`src/rtl/qlal4_intc_pkg.sv`:
```
// Shared constants for the fabric interrupt controller: register offsets,
// register data width and the bank-count helper.
package qlal4_intc_pkg;

  localparam int REG_DW = 8;

  localparam logic [1:0] INTC_STATUS   = 2'd0;
  localparam logic [1:0] INTC_ENABLE   = 2'd1;
  localparam logic [1:0] INTC_MODE     = 2'd2;
  localparam logic [1:0] INTC_POLARITY = 2'd3;

  // Number of 8-bit register banks needed to cover n channels.
  function automatic int nbank(input int n);
    return (n + REG_DW - 1) / REG_DW;
  endfunction

endpackage

```
`src/rtl/qlal4_intc_sync_edge.sv`:
```
// Per-channel input conditioning: multi-flop synchroniser, one delay flop and
// polarity-aware edge / level extraction.
module qlal4_intc_sync_edge #(
  parameter int SYNC_STAGES = 2
) (
  input  logic reg_clk_int,
  input  logic RESET_n,
  input  logic int_raw,
  input  logic mode,
  input  logic pol,
  output logic set_pulse,
  output logic level
);

  logic [SYNC_STAGES-1:0] sync_q;
  logic                   s;
  logic                   s_d;

  assign s = sync_q[SYNC_STAGES-1];

  always_ff @(posedge reg_clk_int or negedge RESET_n) begin
    if (!RESET_n) begin
      sync_q <= '0;
      s_d    <= 1'b0;
    end else begin
      sync_q <= {sync_q[SYNC_STAGES-2:0], int_raw};
      s_d    <= s;
    end
  end

  // Detection uses the raw synchronised line, so a polarity change alone never fires.
  assign set_pulse = mode & (pol ? (~s & s_d) : (s & ~s_d));
  assign level     = s ^ pol;

endmodule

```
`src/rtl/qlal4_interrupt_controller.sv`:
```
// Parametrised fabric interrupt controller: banked 8-bit register file,
// sticky/level pending logic, registered read port and fixed-priority request.
module qlal4_interrupt_controller
  import qlal4_intc_pkg::*;
#(
  parameter int  N_INT       = 8,
  parameter int  SYNC_STAGES = 2,
  localparam int NBANK       = nbank(N_INT),
  localparam int AW          = $clog2(NBANK) + 2,
  localparam int IDW         = (N_INT > 1) ? $clog2(N_INT) : 1
) (
  input  logic              reg_clk_int,
  input  logic              RESET_n,
  input  logic [N_INT-1:0]  int_i,
  input  logic              af_fpga_int_en,
  input  logic [AW-1:0]     reg_addr_int,
  input  logic              reg_wr_en_int,
  input  logic [REG_DW-1:0] reg_wr_data_int,
  input  logic              reg_rd_en_int,
  output logic [REG_DW-1:0] reg_rd_data_int,
  output logic              int_o,
  output logic [IDW-1:0]    int_id_o
);

  localparam int NPAD = NBANK * REG_DW;

  logic [N_INT-1:0] pending;
  logic [N_INT-1:0] enable;
  logic [N_INT-1:0] mode;
  logic [N_INT-1:0] pol;

  logic [N_INT-1:0] set_pulse;
  logic [N_INT-1:0] level;

  logic [N_INT-1:0] wdat;
  logic [N_INT-1:0] bank_hit;
  logic [N_INT-1:0] w1c;
  logic [N_INT-1:0] en_we;
  logic [N_INT-1:0] mode_we;
  logic [N_INT-1:0] pol_we;
  logic [N_INT-1:0] enable_nxt;
  logic [N_INT-1:0] mode_nxt;
  logic [N_INT-1:0] pol_nxt;
  logic [N_INT-1:0] mode_to_edge;
  logic [N_INT-1:0] pending_nxt;
  logic [N_INT-1:0] act;

  logic [1:0]        offset;
  int                bank_idx;
  logic              wr_status;
  logic              wr_enable;
  logic              wr_mode;
  logic              wr_pol;
  logic [NPAD-1:0]   pend_pad;
  logic [NPAD-1:0]   enable_pad;
  logic [NPAD-1:0]   mode_pad;
  logic [NPAD-1:0]   pol_pad;
  logic [REG_DW-1:0] rd_mux;
  logic [IDW-1:0]    id_nxt;

  for (genvar c = 0; c < N_INT; c++) begin : g_ch
    qlal4_intc_sync_edge #(
      .SYNC_STAGES(SYNC_STAGES)
    ) u_sync_edge (
      .reg_clk_int(reg_clk_int),
      .RESET_n    (RESET_n),
      .int_raw    (int_i[c]),
      .mode       (mode[c]),
      .pol        (pol[c]),
      .set_pulse  (set_pulse[c]),
      .level      (level[c])
    );
  end

  assign offset   = reg_addr_int[1:0];
  assign bank_idx = int'(reg_addr_int >> 2);

  assign wr_status = reg_wr_en_int && (offset == INTC_STATUS);
  assign wr_enable = reg_wr_en_int && (offset == INTC_ENABLE);
  assign wr_mode   = reg_wr_en_int && (offset == INTC_MODE);
  assign wr_pol    = reg_wr_en_int && (offset == INTC_POLARITY);

  // Spread the 8-bit write data over all channels of the addressed bank.
  always_comb begin
    wdat     = '0;
    bank_hit = '0;
    for (int c = 0; c < N_INT; c++) begin
      wdat[c]     = reg_wr_data_int[c % REG_DW];
      bank_hit[c] = (bank_idx == c / REG_DW);
    end
  end

  assign w1c     = {N_INT{wr_status}} & bank_hit & wdat;
  assign en_we   = {N_INT{wr_enable}} & bank_hit;
  assign mode_we = {N_INT{wr_mode}}   & bank_hit;
  assign pol_we  = {N_INT{wr_pol}}    & bank_hit;

  assign enable_nxt = (enable & ~en_we)   | (wdat & en_we);
  assign mode_nxt   = (mode   & ~mode_we) | (wdat & mode_we);
  assign pol_nxt    = (pol    & ~pol_we)  | (wdat & pol_we);

  assign mode_to_edge = mode_nxt & ~mode;

  // Edge channels: a new event beats a same-cycle W1C. Level channels follow the line.
  assign pending_nxt = ((mode & (set_pulse | (pending & ~w1c))) | (~mode & level))
                     & ~mode_to_edge;

  assign act = pending & enable;

  always_comb begin
    id_nxt = '0;
    for (int c = N_INT - 1; c >= 0; c--) begin
      if (act[c]) id_nxt = IDW'(c);
    end
  end

  always_comb begin
    pend_pad   = NPAD'(pending);
    enable_pad = NPAD'(enable);
    mode_pad   = NPAD'(mode);
    pol_pad    = NPAD'(pol);
    rd_mux     = '0;
    for (int b = 0; b < NBANK; b++) begin
      if (bank_idx == b) begin
        case (offset)
          INTC_STATUS:   rd_mux = pend_pad[b*REG_DW +: REG_DW];
          INTC_ENABLE:   rd_mux = enable_pad[b*REG_DW +: REG_DW];
          INTC_MODE:     rd_mux = mode_pad[b*REG_DW +: REG_DW];
          default:       rd_mux = pol_pad[b*REG_DW +: REG_DW];
        endcase
      end
    end
  end

  always_ff @(posedge reg_clk_int or negedge RESET_n) begin
    if (!RESET_n) begin
      pending         <= '0;
      enable          <= '0;
      mode            <= '0;
      pol             <= '0;
      reg_rd_data_int <= '0;
      int_o           <= 1'b0;
      int_id_o        <= '0;
    end else begin
      pending  <= pending_nxt;
      enable   <= enable_nxt;
      mode     <= mode_nxt;
      pol      <= pol_nxt;
      if (reg_rd_en_int) reg_rd_data_int <= rd_mux;
      int_o    <= (|act) & af_fpga_int_en;
      int_id_o <= id_nxt;
    end
  end

endmodule

```
`config.mk`:
```
export PLATFORM = sky130hd
export DESIGN_NAME = qlal4_interrupt_controller
export DESIGN_NICKNAME = d
export VERILOG_FILES = /design/src/rtl/qlal4_intc_pkg.sv /design/src/rtl/qlal4_intc_sync_edge.sv /design/src/rtl/qlal4_interrupt_controller.sv
export SDC_FILE = /design/constraint.sdc
export NUM_CORES = 1
export LEC_CHECK = 0
export ABC_AREA = 1
export CORE_ASPECT_RATIO = 0.75
export CORE_MARGIN = 2
export CORE_UTILIZATION = 40
export DETAILED_ROUTE_END_ITERATION = 6
export PLACE_DENSITY = 0.59
export RECOVER_POWER = 25
export SYNTH_ARGS = -nofsm -noshare
export SYNTH_HDL_FRONTEND = slang
export SYNTH_SLANG_ARGS = --single-unit
export TNS_END_PERCENT = 100
```
`constraint.sdc`:
```
create_clock -name reg_clk_int -period 1.2 [get_ports reg_clk_int]
set_input_delay 0.12 -clock reg_clk_int [delete_from_list [all_inputs] [get_ports reg_clk_int]]
set_output_delay 0.12 -clock reg_clk_int [all_outputs]
set_load 0.02 [all_outputs]
```
# ---- Yosys cells after proc, flatten, opt, wreduce, memory -nomap -nowiden
# Cells that the tools add are included.
dict set report totals {
  reg_bits 68
  latchBits 0
  ram_bits 0
  rom_bits 0
  input_bits 23
  output_inout_bits 12
  wordCells 122
  memories 0
}
dict set report classes {
  addsub 0
  n_mul 0
  n_div 0
  magnitude_cmp 0
  eq_ne 3
  n_shift 0
  muxes 17
  bitwise 73
  n_reduce_logical 6
}
# op n
set ops {}
lappend ops {{$and A8 B8 Y8} 13}
lappend ops {{$not A8 Y8} 6}
lappend ops {{$or A8 B8 Y8} 5}
lappend ops {{$and A1 B1 Y1} 25}
lappend ops {{$mux W3} 8}
lappend ops {{$pmux W8 S3} 1}
lappend ops {{$not A1 Y1} 16}
lappend ops {{$mux W1} 8}
lappend ops {{$reduce_or A8 Y1} 1}
lappend ops {{$xor A1 B1 Y1} 8}
lappend ops {{$eq A2 B2 Y1 const B} 2}
lappend ops {{$logic_and A1 B1 Y1} 4}
lappend ops {{$eq A2 B1 Y1 const B} 1}
lappend ops {{$logic_not A2 Y1} 1}

# ---- Longest topological paths before layout
dict set report logic_depth {
  ltp_word 9
  ltp_mapped 8
  depth_no_buf 8
}

# ---- Cells and area by module
# A second synthesis with hierarchy kept.
dict set report hier_totals {
  hier_cells 373
  area_unflattened_um2 3030.4
}
# module instances cells_per_inst area_per_inst_um2 seq_area_each_um2
set by_module_without_submodules {}
lappend by_module_without_submodules {qlal4_interrupt_controller 1 269 2099.5 1101.1}
lappend by_module_without_submodules {qlal4_intc_sync_edge 8 13 116.4 75.1}

# ---- Least setup slack after synthesis
# Ideal clock, no wire load.
dict set report synth_timing {
  kind {reg2reg}
  from {reg with a tool-made name}
  to {reg pending[0], in the netlist pend_pad[0]}
  setup_ns 0.117
  arrival_time_ns 0.790
  required_ns 1.083
  slack_ns 0.293
  stages_incl_launch_ff 6
  n_path_buf 0
  period_less_slack_ns 0.907
  cell_sequence {dfrtp_1 -> xor2_1 -> o21ai_1 -> inv_1 -> o21ai_1 -> inv_1}
}
# element line
set synth_rtl {}
lappend synth_rtl {{to (signal assigned)} qlal4_interrupt_controller.sv:145} ;# pending <= pending_nxt;
lappend synth_rtl {{to (decl)} qlal4_interrupt_controller.sv:27} ;# logic [N_INT-1:0] pending;

# ---- Worst setup path after layout
dict set report layout_timing {
  from {reg reg_rd_data_int[5]}
  to {out reg_rd_data_int[5]}
}
# element line
set layout_rtl {}
lappend layout_rtl {{from (decl)} qlal4_interrupt_controller.sv:20} ;# output logic [REG_DW-1:0] reg_rd_data_int,
lappend layout_rtl {{from (signal assigned)} qlal4_interrupt_controller.sv:149} ;# if (reg_rd_en_int) reg_rd_data_int <= rd_mux;
# No word-level cell between the ends.

==> flow_summary.yaml <==
status:
  status: "finished clean"
worst_setup_path:
  endpoint_kind: "output pin"
  cpPeakStageDelay_ns: 0.39
  critical_path_buf_inv_count: 1
  critPathArrivalTime_ns: 1.05
  crit_path_max_fanout: 2
  path_cells: "dlygate4sd2_1"
  cp-startpoint: "reg_rd_data_int[5]"
  required_ns: 1.08
  worstSetupPathType: "reg -> out"
  worstSetupStartpointType: "register"
  critical_path.slowest_cell: "dfrtp_1"
  crit_family: "flip-flops"
power_and_ir_drop:
  ir_drop_uv: 784
  power_density_mw_per_mm2: 1620
  leakagePower_nw: 1.83
floorplanning:
  dieWidth_um: 102
  rows: 26
  start_util_pct: 41.7
  die-area_mm2: 0.00788
  coreArea_mm2: 0.00690
  die_h_um: 77.4
  io_pins: 35
yosys:
  synth_warnings: 0
  yosys.area.top_type: "dfrtp_1"
  netlist.area_leader.share_pct: 59.2
  yosys-top-cells-area: "dfrtp_1 (59%), nand2_1 (13%), o21ai_0 (5.2%)"
  postSynth.asyncResetShare_pct: 100
  synth-edff-count: 0
  synth_area_mm2: 0.00287
  synthCells: 312
  synth_top_family_by_area: "simple AND/OR/NAND/NOR gates"
  yosys.area_share.simple_pct: 19.3
  synthAdderAreaFrac_pct: 0
  ys_seq_elements: 68
  syn-num-nets: 335
  ys_seq_area_share_pct: 59.2
  syn_avg_cell_area_um2: 9.21
  ys.flop_type: "dfrtp_1"
  synth_cell_types: 22
  synth_mux_area_share_pct: 0
  synth_compound_area_share_pct: 13.7
  synth_xor_area_share_pct: 2.44
clocking:
  cts_root_buf: "clkbuf_8"
  cts.clk_slew.worst_paths_ns: 0.08
  cts_tree: "yes"
  cts_max_level: 3
  cts_buffers: 9
  clk_path_buf_depth: 2
  cts_setup_buffers: 0
  insertion_delay_ns: 0.34
  numClockSinks: 68
sta:
  relSlewSlack_pct: 59.8
  setup_violations: 0
  worst_slew_pin_slew_ns: 0.603
  period_share_pct: 97.5
  clock_skew_ns: 0.00970
  final_max_slew_viol_count: 0
  hold_viol: 0
  rsz0062_at_grt: "no"
  fmax_ghz: 0.855
  fin_setup_tns_ns: 0
  finalCriticalPeriod_ns: 1.17
  fin_hold_ws_ns: 0.329
global_route:
  grt_pass1_vias: 2115
  grt_max_degree: 69
  grt_pass1_wl_mm: 10.5
  globalRouteOverflowTotal: 0
  grt_usage_pct: 17.5
  antenna_found_initial: 0
placed_design:
  gp_congestion: 0.810
  place.port_buffers: 34
  hpwlAfterDp_mm: 4.39
routing:
  postRouteAntennaNets: 0
  dr.pass1.iters: 5
  drc_errors: 0
  vias: 2207
  wl_per_cell_um: 12.9
  finalWirelength_mm: 6.13
  viasPerCell: 4.64
  drt_iter0_drc: 108
final_layout:
  area_growth_pct: 28.2
  most-common-layout-cells: "nand2_1 (97), dfrtp_1 (68), o21ai_0 (30)"
  mostFrequentLayoutCell: "nand2_1"
  nNetsFinal: 396
  n_antenna_cell: 0
  drive_gt1_share_pct: 13.5
hold_path:
  hold_start: "int_i[1]"
  hold_path_class: "in -> reg"
run:
  cap_viol_max_count: 0
[metrics by stage]
stage / setup slack, ns / power [W] / instance area (um2) / utilization (%) / cells
detailed placement: -0.302 / 0.00418 / 3480 / 50.5 / 459
floorplan: 0.293 / 0.00361 / 2870 / - / 312
global placement: -0.285 / 0.00415 / 3480 / 50.5 / 459
finish: 0.0303 / 0.00597 / 3680 / 53.4 / 476
global route: 0.00242 / 0.00633 / 3680 / 53.4 / 476
CTS: 0.00422 / 0.00604 / 3680 / 53.3 / 476
[where the power goes]
part           leakage, nW  internal, W  switching, W
sequential           0.816      0.00263      0.000248
combinational        0.913     0.000508      0.000670
clock                0.102      0.00107      0.000842
[cells by family after synthesis]
family | after synthesis
simple gates | 134
compound gates | 68
flops | 68
buf+inv | 34
xor+xnor | 8
[synthesized netlist by cell type, types with 2 or more instances]
| library cell | count |
|---|---|
| buf_4 | 2 |
| nor2_4 | 2 |
| nand2_4 | 2 |
| buf_6 | 2 |
| nand2_1 | 97 |
| nor2_1 | 15 |
| o21ai_1 | 4 |
| dfrtp_1 | 68 |
| o21ai_2 | 8 |
| a21oi_1 | 19 |
| xor2_1 | 8 |
| nand3_1 | 17 |
| o22a_1 | 5 |
| o21ai_0 | 30 |
| inv_1 | 26 |
[repair_timing]
| action | in CTS | in global routing |
|---|---|---|
| hold buffers | 1 | 0 |
| pin swaps | 0 | 0 |
| resized for setup | 12 | 9 |
| endpoints found under the hold margin | 68 | 0 |
| setup endpoints to repair | 12 | 17 |
[routing by layer]
| layer | track usage [%] | up-vias | share of wire [%] |
|---|---|---|---|
| met4 | 6.00 | 0 | 1.1 |
| met2 | 22.6 | 53 | 39 |
| li1 | - | 1126 | - |
| met3 | 5.05 | 6 | 5.0 |
| met1 | 27.7 | 1022 | 55 |
| met5 | 0 | - | 0 |
[final timing paths]
path | to | slack, ns | cells after the start
worst max-delay path | reg_rd_data_int[5] | 0.03 | 1
worst min-delay path | g_ch[1].u_sync_edge.sync_q[0] | 0.33 | 1
worst max register to register | pend_pad[4] | 0.19 | 5
worst min register to register | g_ch[4].u_sync_edge.sync_q[1] | 0.35 | 0
max in group asynchronous | pend_pad[6] | 0.38 | 3
min in group asynchronous | async pin | 0.41 | 3
[area by class of cell]
type                       count  area [um2]
multi-input combinational    210        1020
tap                           98         123
timing repair buffer          56         531
sequential                    68        1700
clock inverter                 4        47.5
clock buffer                  12         155
fill                         662        3210
inverter                      28         106
Note: power is estimated with default switching activity, not from simulation.
==> edit 1 (config.mk and constraints unchanged) <==
Register the output `int_o` once more, with the module's reset; this adds one clock of latency there. The other outputs are not delayed to match.
--- a/src/rtl/qlal4_interrupt_controller.sv
+++ b/src/rtl/qlal4_interrupt_controller.sv
@@ -24,4 +24,6 @@
 
   localparam int NPAD = NBANK * REG_DW;
+
+  logic int_s0;
 
   logic [N_INT-1:0] pending;
@@ -140,5 +142,5 @@
       pol             <= '0;
       reg_rd_data_int <= '0;
-      int_o           <= 1'b0;
+      int_s0          <= 1'b0;
       int_id_o        <= '0;
     end else begin
@@ -148,6 +150,14 @@
       pol      <= pol_nxt;
       if (reg_rd_en_int) reg_rd_data_int <= rd_mux;
-      int_o    <= (|act) & af_fpga_int_en;
+      int_s0   <= (|act) & af_fpga_int_en;
       int_id_o <= id_nxt;
+    end
+  end
+
+  always_ff @(posedge reg_clk_int or negedge RESET_n) begin
+    if (!RESET_n) begin
+      int_o <= '0;
+    end else begin
+      int_o <= int_s0;
     end
   end
Formal check against the unedited RTL: not equivalent (Yosys sat finds a counterexample within 4 cycles, from zero or initial values and one cycle with RESET_n low).
==> edit 1 against the original RTL <==
- area after synthesis up 0.87%
- routed wire length up 3.2%
- power decreased by 5.4%
- register-to-register slack got worse by 0.03 ns
- sequential cell count increased by 1
- final area down 0.99%
- first-iteration DRC count fell by 6.5%
- worst setup slack better by 0.011 ns
- critical endpoint unchanged
- largest cell class unchanged
==> edit 1: results (changes against the original RTL) <==
Setup path
The register-to-register setup slack came to 0.16 ns (-0.03 ns). In this run the critical register-to-register path is captured at pend_pad[0]$_DFF_PN0_.

Power and ir drop
The reported clock group power is 1.54 mW (-19%). The maximum VDD drop is 0.000962 V (+23%). The leakage power came to 1.82 nW (-0.70%). The part of the total power dissipated in sequential elements is 51.9% (+3.6 points).

The switching share of power is 31.0% (+1.6 points).

Outcome
The run finished with clean final reports.

Hold path
The worst hold path terminates at mode[7]$_DFF_PN0_.

Route
The total wire length after detailed routing is 6.32 mm (+3.2%). The mean routed wirelength per cell came to 13.3 um (+3.4%). The sum of met2 wire segment lengths after detailed routing is 2.73 mm (+13%). The sum of met3 wire segment lengths after detailed routing came to 298 um (-2.0%). The total routed wire length on the met1 layer came to 3.21 mm (-4.0%). The detailed router's first-iteration violation count came to 101 (-6.5%).

The total number of vias is 2245 (+1.7%).

GRT
The global routing met3 resource utilization is 6.04% (+0.99 points). The pin count of the biggest net entering global routing is 70 (+1.4%). The met2 track utilization from global routing came to 25.9% (+3.4 points). The met1 track demand over resource in global routing is 26.3% (-1.4 points). The wire length of the first global-routing pass is 10.9 mm (+3.6%).

Synthesis
The synthesized netlist net count is 336 (+0.30%). The synthesized area per cell was 9.26 um2 (+0.55%). The sequential share of the synthesized area is 59.6% (+0.35 points). The parity-gate share of the synthesized area counting xor and xnor cells is 2.42% (-0.021 points).

The complex-gate fraction of the synthesized area is 13.6% (-0.12 points).

Place
The pre-CTS worst setup slack is -0.279 ns (+0.0226 ns). The weighted congestion at the end of routability-driven global placement is 0.798 (-1.6%).

Cells and area
The final-layout fill cell count is 682 (+3.0%). The share of layout cells above drive strength 1 is 13.0% (-0.49 points). The total number of nets in the final design was 397 (+0.25%).

STA
The worst-case setup margin in the final layout is 0.0416 ns (+0.0113 ns). The transition time of the tightest slew-check pin is 0.631 ns (+0.0287 ns). The largest clock skew in the final design is 0.00774 ns (-0.00196 ns).
edit 1: cell types whose count changed after synthesis:
cell / delta
dfrtp_1: +1
edit 1: through the flow:
step | hold WS, ns | util, % | area [um2]
2_1_floorplan | -0.176 | - | 2900
3_3_place_gp | 0.173 | 50.6 | 3500
3_5_place_dp | 0.177 | 50.6 | 3500
4_1_cts | 0.193 | 52.7 | 3650
5_1_grt | 0.312 | 52.6 | 3650
6_report | 0.304 | 52.6 | 3650
edit 1: cell type report:
cell class / instances / share of cell area [%]
Sequential cell: 69 / 47.4
Multi-Input combinational cell: 210 / 27.9
Timing Repair Buffer: 56 / 14.4
Clock buffer: 11 / 3.60
Tap cell: 98 / 3.36
Inverter: 28 / 2.92
Clock inverter: 3 / 0.412
edit 1: timing repair:
action,4_1_cts,5_1_grt
endpoints found under the hold margin,69,0
hold buffers,1,0
buffers inserted,0,0
setup endpoints to repair,12,17
gates resized for setup,14,8
==> edit 2 (same settings) <==
Made on the original files. `N_INT`: 8 -> 16.
--- a/src/rtl/qlal4_interrupt_controller.sv
+++ b/src/rtl/qlal4_interrupt_controller.sv
@@ -4,5 +4,5 @@
   import qlal4_intc_pkg::*;
 #(
-  parameter int  N_INT       = 8,
+  parameter int  N_INT       = 16,
   parameter int  SYNC_STAGES = 2,
   localparam int NBANK       = nbank(N_INT),
Interface: changed (resized int_i, int_id_o and reg_addr_int); port bits go from 35 to 45. The function was not compared with the original's and may differ.
==> edit 2 against the original RTL <==
- the flow now finishes with violations (negative setup slack)
- final area rose by 97%
- power grew 140%
- area after synthesis grew 83%
- register-to-register slack worse by 0.34 ns
- highest routed layer unchanged
- utilization grew 2.7 points
- sequential cell count is 57 higher
- worst setup slack worse by 0.18 ns
- combinational power increased by 140%
- routed wire length is 130% higher
==> edit 2: results (changes against the original RTL) <==
GRT
The pin count of the biggest net entering global routing is 44 (-36%). The met2 track utilization from global routing is 33.5% (+11 points). The wire length of the first global-routing pass is 22.5 mm (+110%).

The global routing met3 resource utilization is 4.82% (-0.22 points). The met1 track demand over resource in global routing is 29.1% (+1.4 points). The number of global-route vias before repair is 4381 (+110%).

Power and ir drop
The clock power share is 41.8% (+9.8 points). The part of the total power dissipated in sequential elements came to 38.1% (-10 points). The switching share of power was 28.4% (-1.1 points).

The leakage power was 3.39 nW (+85%). The reported clock group power came to 5.90 mW (+210%).

Place
The number of cells after detailed placement is 829 (+81%). The weighted congestion at the end of routability-driven global placement is 0.882 (+8.8%). The pre-CTS worst setup slack is -0.663 ns (-0.361 ns). The post-detailed-placement cell area is 6460 um2 (+86%).

Synthesis
The parity-gate share of the synthesized area counting xor and xnor cells was 0% (-2.4 points). The number of distinct library cell variants in the gate-level netlist after synthesis is 28 (+27%). The sequential share of the synthesized area is 59.4% (+0.12 points). The commonest cells after synthesis are 136 x nand2_1, 125 x dfrtp_1, 75 x o21ai_0.

The synthesized netlist net count is 586 (+75%). Yosys attributes the largest share of cell area to dfrtp_1 59%, nand2_1 9.7%, o21ai_0 7.1%. The fraction of synthesized area in multiplexers is 3.42% (+3.4 points). The synthesized area per cell came to 9.51 um2 (+3.3%).

Route
The mean routed wirelength per cell is 16.1 um (+25%). The sum of met3 wire segment lengths after detailed routing was 767 um (+150%). The total routed wire length on the met1 layer came to 6.34 mm (+90%). The total number of vias is 4452 (+100%).

Clock network
The clock latency on the worst-skew pair was 0.43 ns (+0.09 ns). The clock slew seen by the registers of the worst setup and hold paths came to 0.06 ns (-0.02 ns). Clock tree synthesis selected as its root buffer the cell clkbuf_16. The level count of the clock H-tree is 4 (+1). The CTS buffer count came to 17 (+8).

STA
The worst-case setup margin in the final layout was -0.149 ns (-0.179 ns). The count of endpoints failing setup in the final report was 7 (+7). The largest clock skew in the final design is 0.00885 ns (-0.000850 ns).

The transition time of the tightest slew-check pin is 0.609 ns (+0.00604 ns).

Setup path
Grouping stages by cell kind, the critical path spends the most delay in simple AND/OR/NAND/NOR gates. The arrival time at the worst endpoint is 1.65 ns (+0.60 ns).

Cells and area
The share of layout cells above drive strength 1 is 26.0% (+13 points). The count of placed standard cells in the final layout, fillers left out came to 866 (+82%). The total number of nets in the final design is 714 (+80%).

Outcome
The flow ran to the end, but the final reports show violations. The checks that failed: negative setup slack.

Hold path
The launch instance of the worst min-delay path is reg_addr_int[2].
## edit 2: cell count changes after synthesis, sizes merged, moves of 2 or more
cell    change
dfrtp      +57
nand2      +39
o21ai      +38
inv        +37
nor2       +25
a31oi      +20
mux2       +16
a221oi     +14
nand3      -13
xor2        -8
a21oi       +7
clkbuf      +5
buf         +2
## edit 2: through the flow
step                hold WS, ns  util, %  TNS [ns]
finish                    0.201     56.1    -0.429
global route              0.242     56.1     -1.32
CTS                       0.122     55.5    -0.312
detailed placement       0.0347     50.0    -36.14
global placement         0.0357     50.0    -33.04
floorplan                -0.176        -         0
## edit 2: cell type report
cell class	instances	area share, %
clock buffer	18	6.05
sequential	125	43.1
timing repair buffer	122	14.7
tap	171	2.95
inverter	64	3.34
multi-input combinational	352	26.5
clock inverter	14	3.31
## edit 2: timing repair
action | in CTS | in global routing
hold buffers | 1 | 0
pin swaps | 8 | 10
setup endpoints to repair | 66 | 26
gates resized for setup | 64 | 28
hold endpoints to repair | 125 | 0
setup buffers | 0 | 4
## edit 2: worst paths after layout
check,to,slack [ns],cells after the start
setup / recovery,int_id_o[1]$_DFF_PN0_,-0.15,7
hold / removal,reg_rd_data_int[7]$_DFFE_PN0P_,0.20,3
setup reg to reg,int_id_o[1]$_DFF_PN0_,-0.15,7
hold reg to reg,g_ch[15].u_sync_edge.sync_q[1]$_DFF_PN0_,0.34,0
max in group asynchronous,g_ch[0].u_sync_edge.s_d$_DFF_PN0_,0.31,3
min in group asynchronous,async pin,0.25,2
## edit 2: logic make-up (layout without fill, tap and decap cells)
family | Yosys count | in the layout
and+or+nand+nor | 186 | 186
AOI/OAI and AO/OA | 150 | 150
DFF | 125 | 125
buffers and inverters | 77 | 218
muxes | 16 | 16
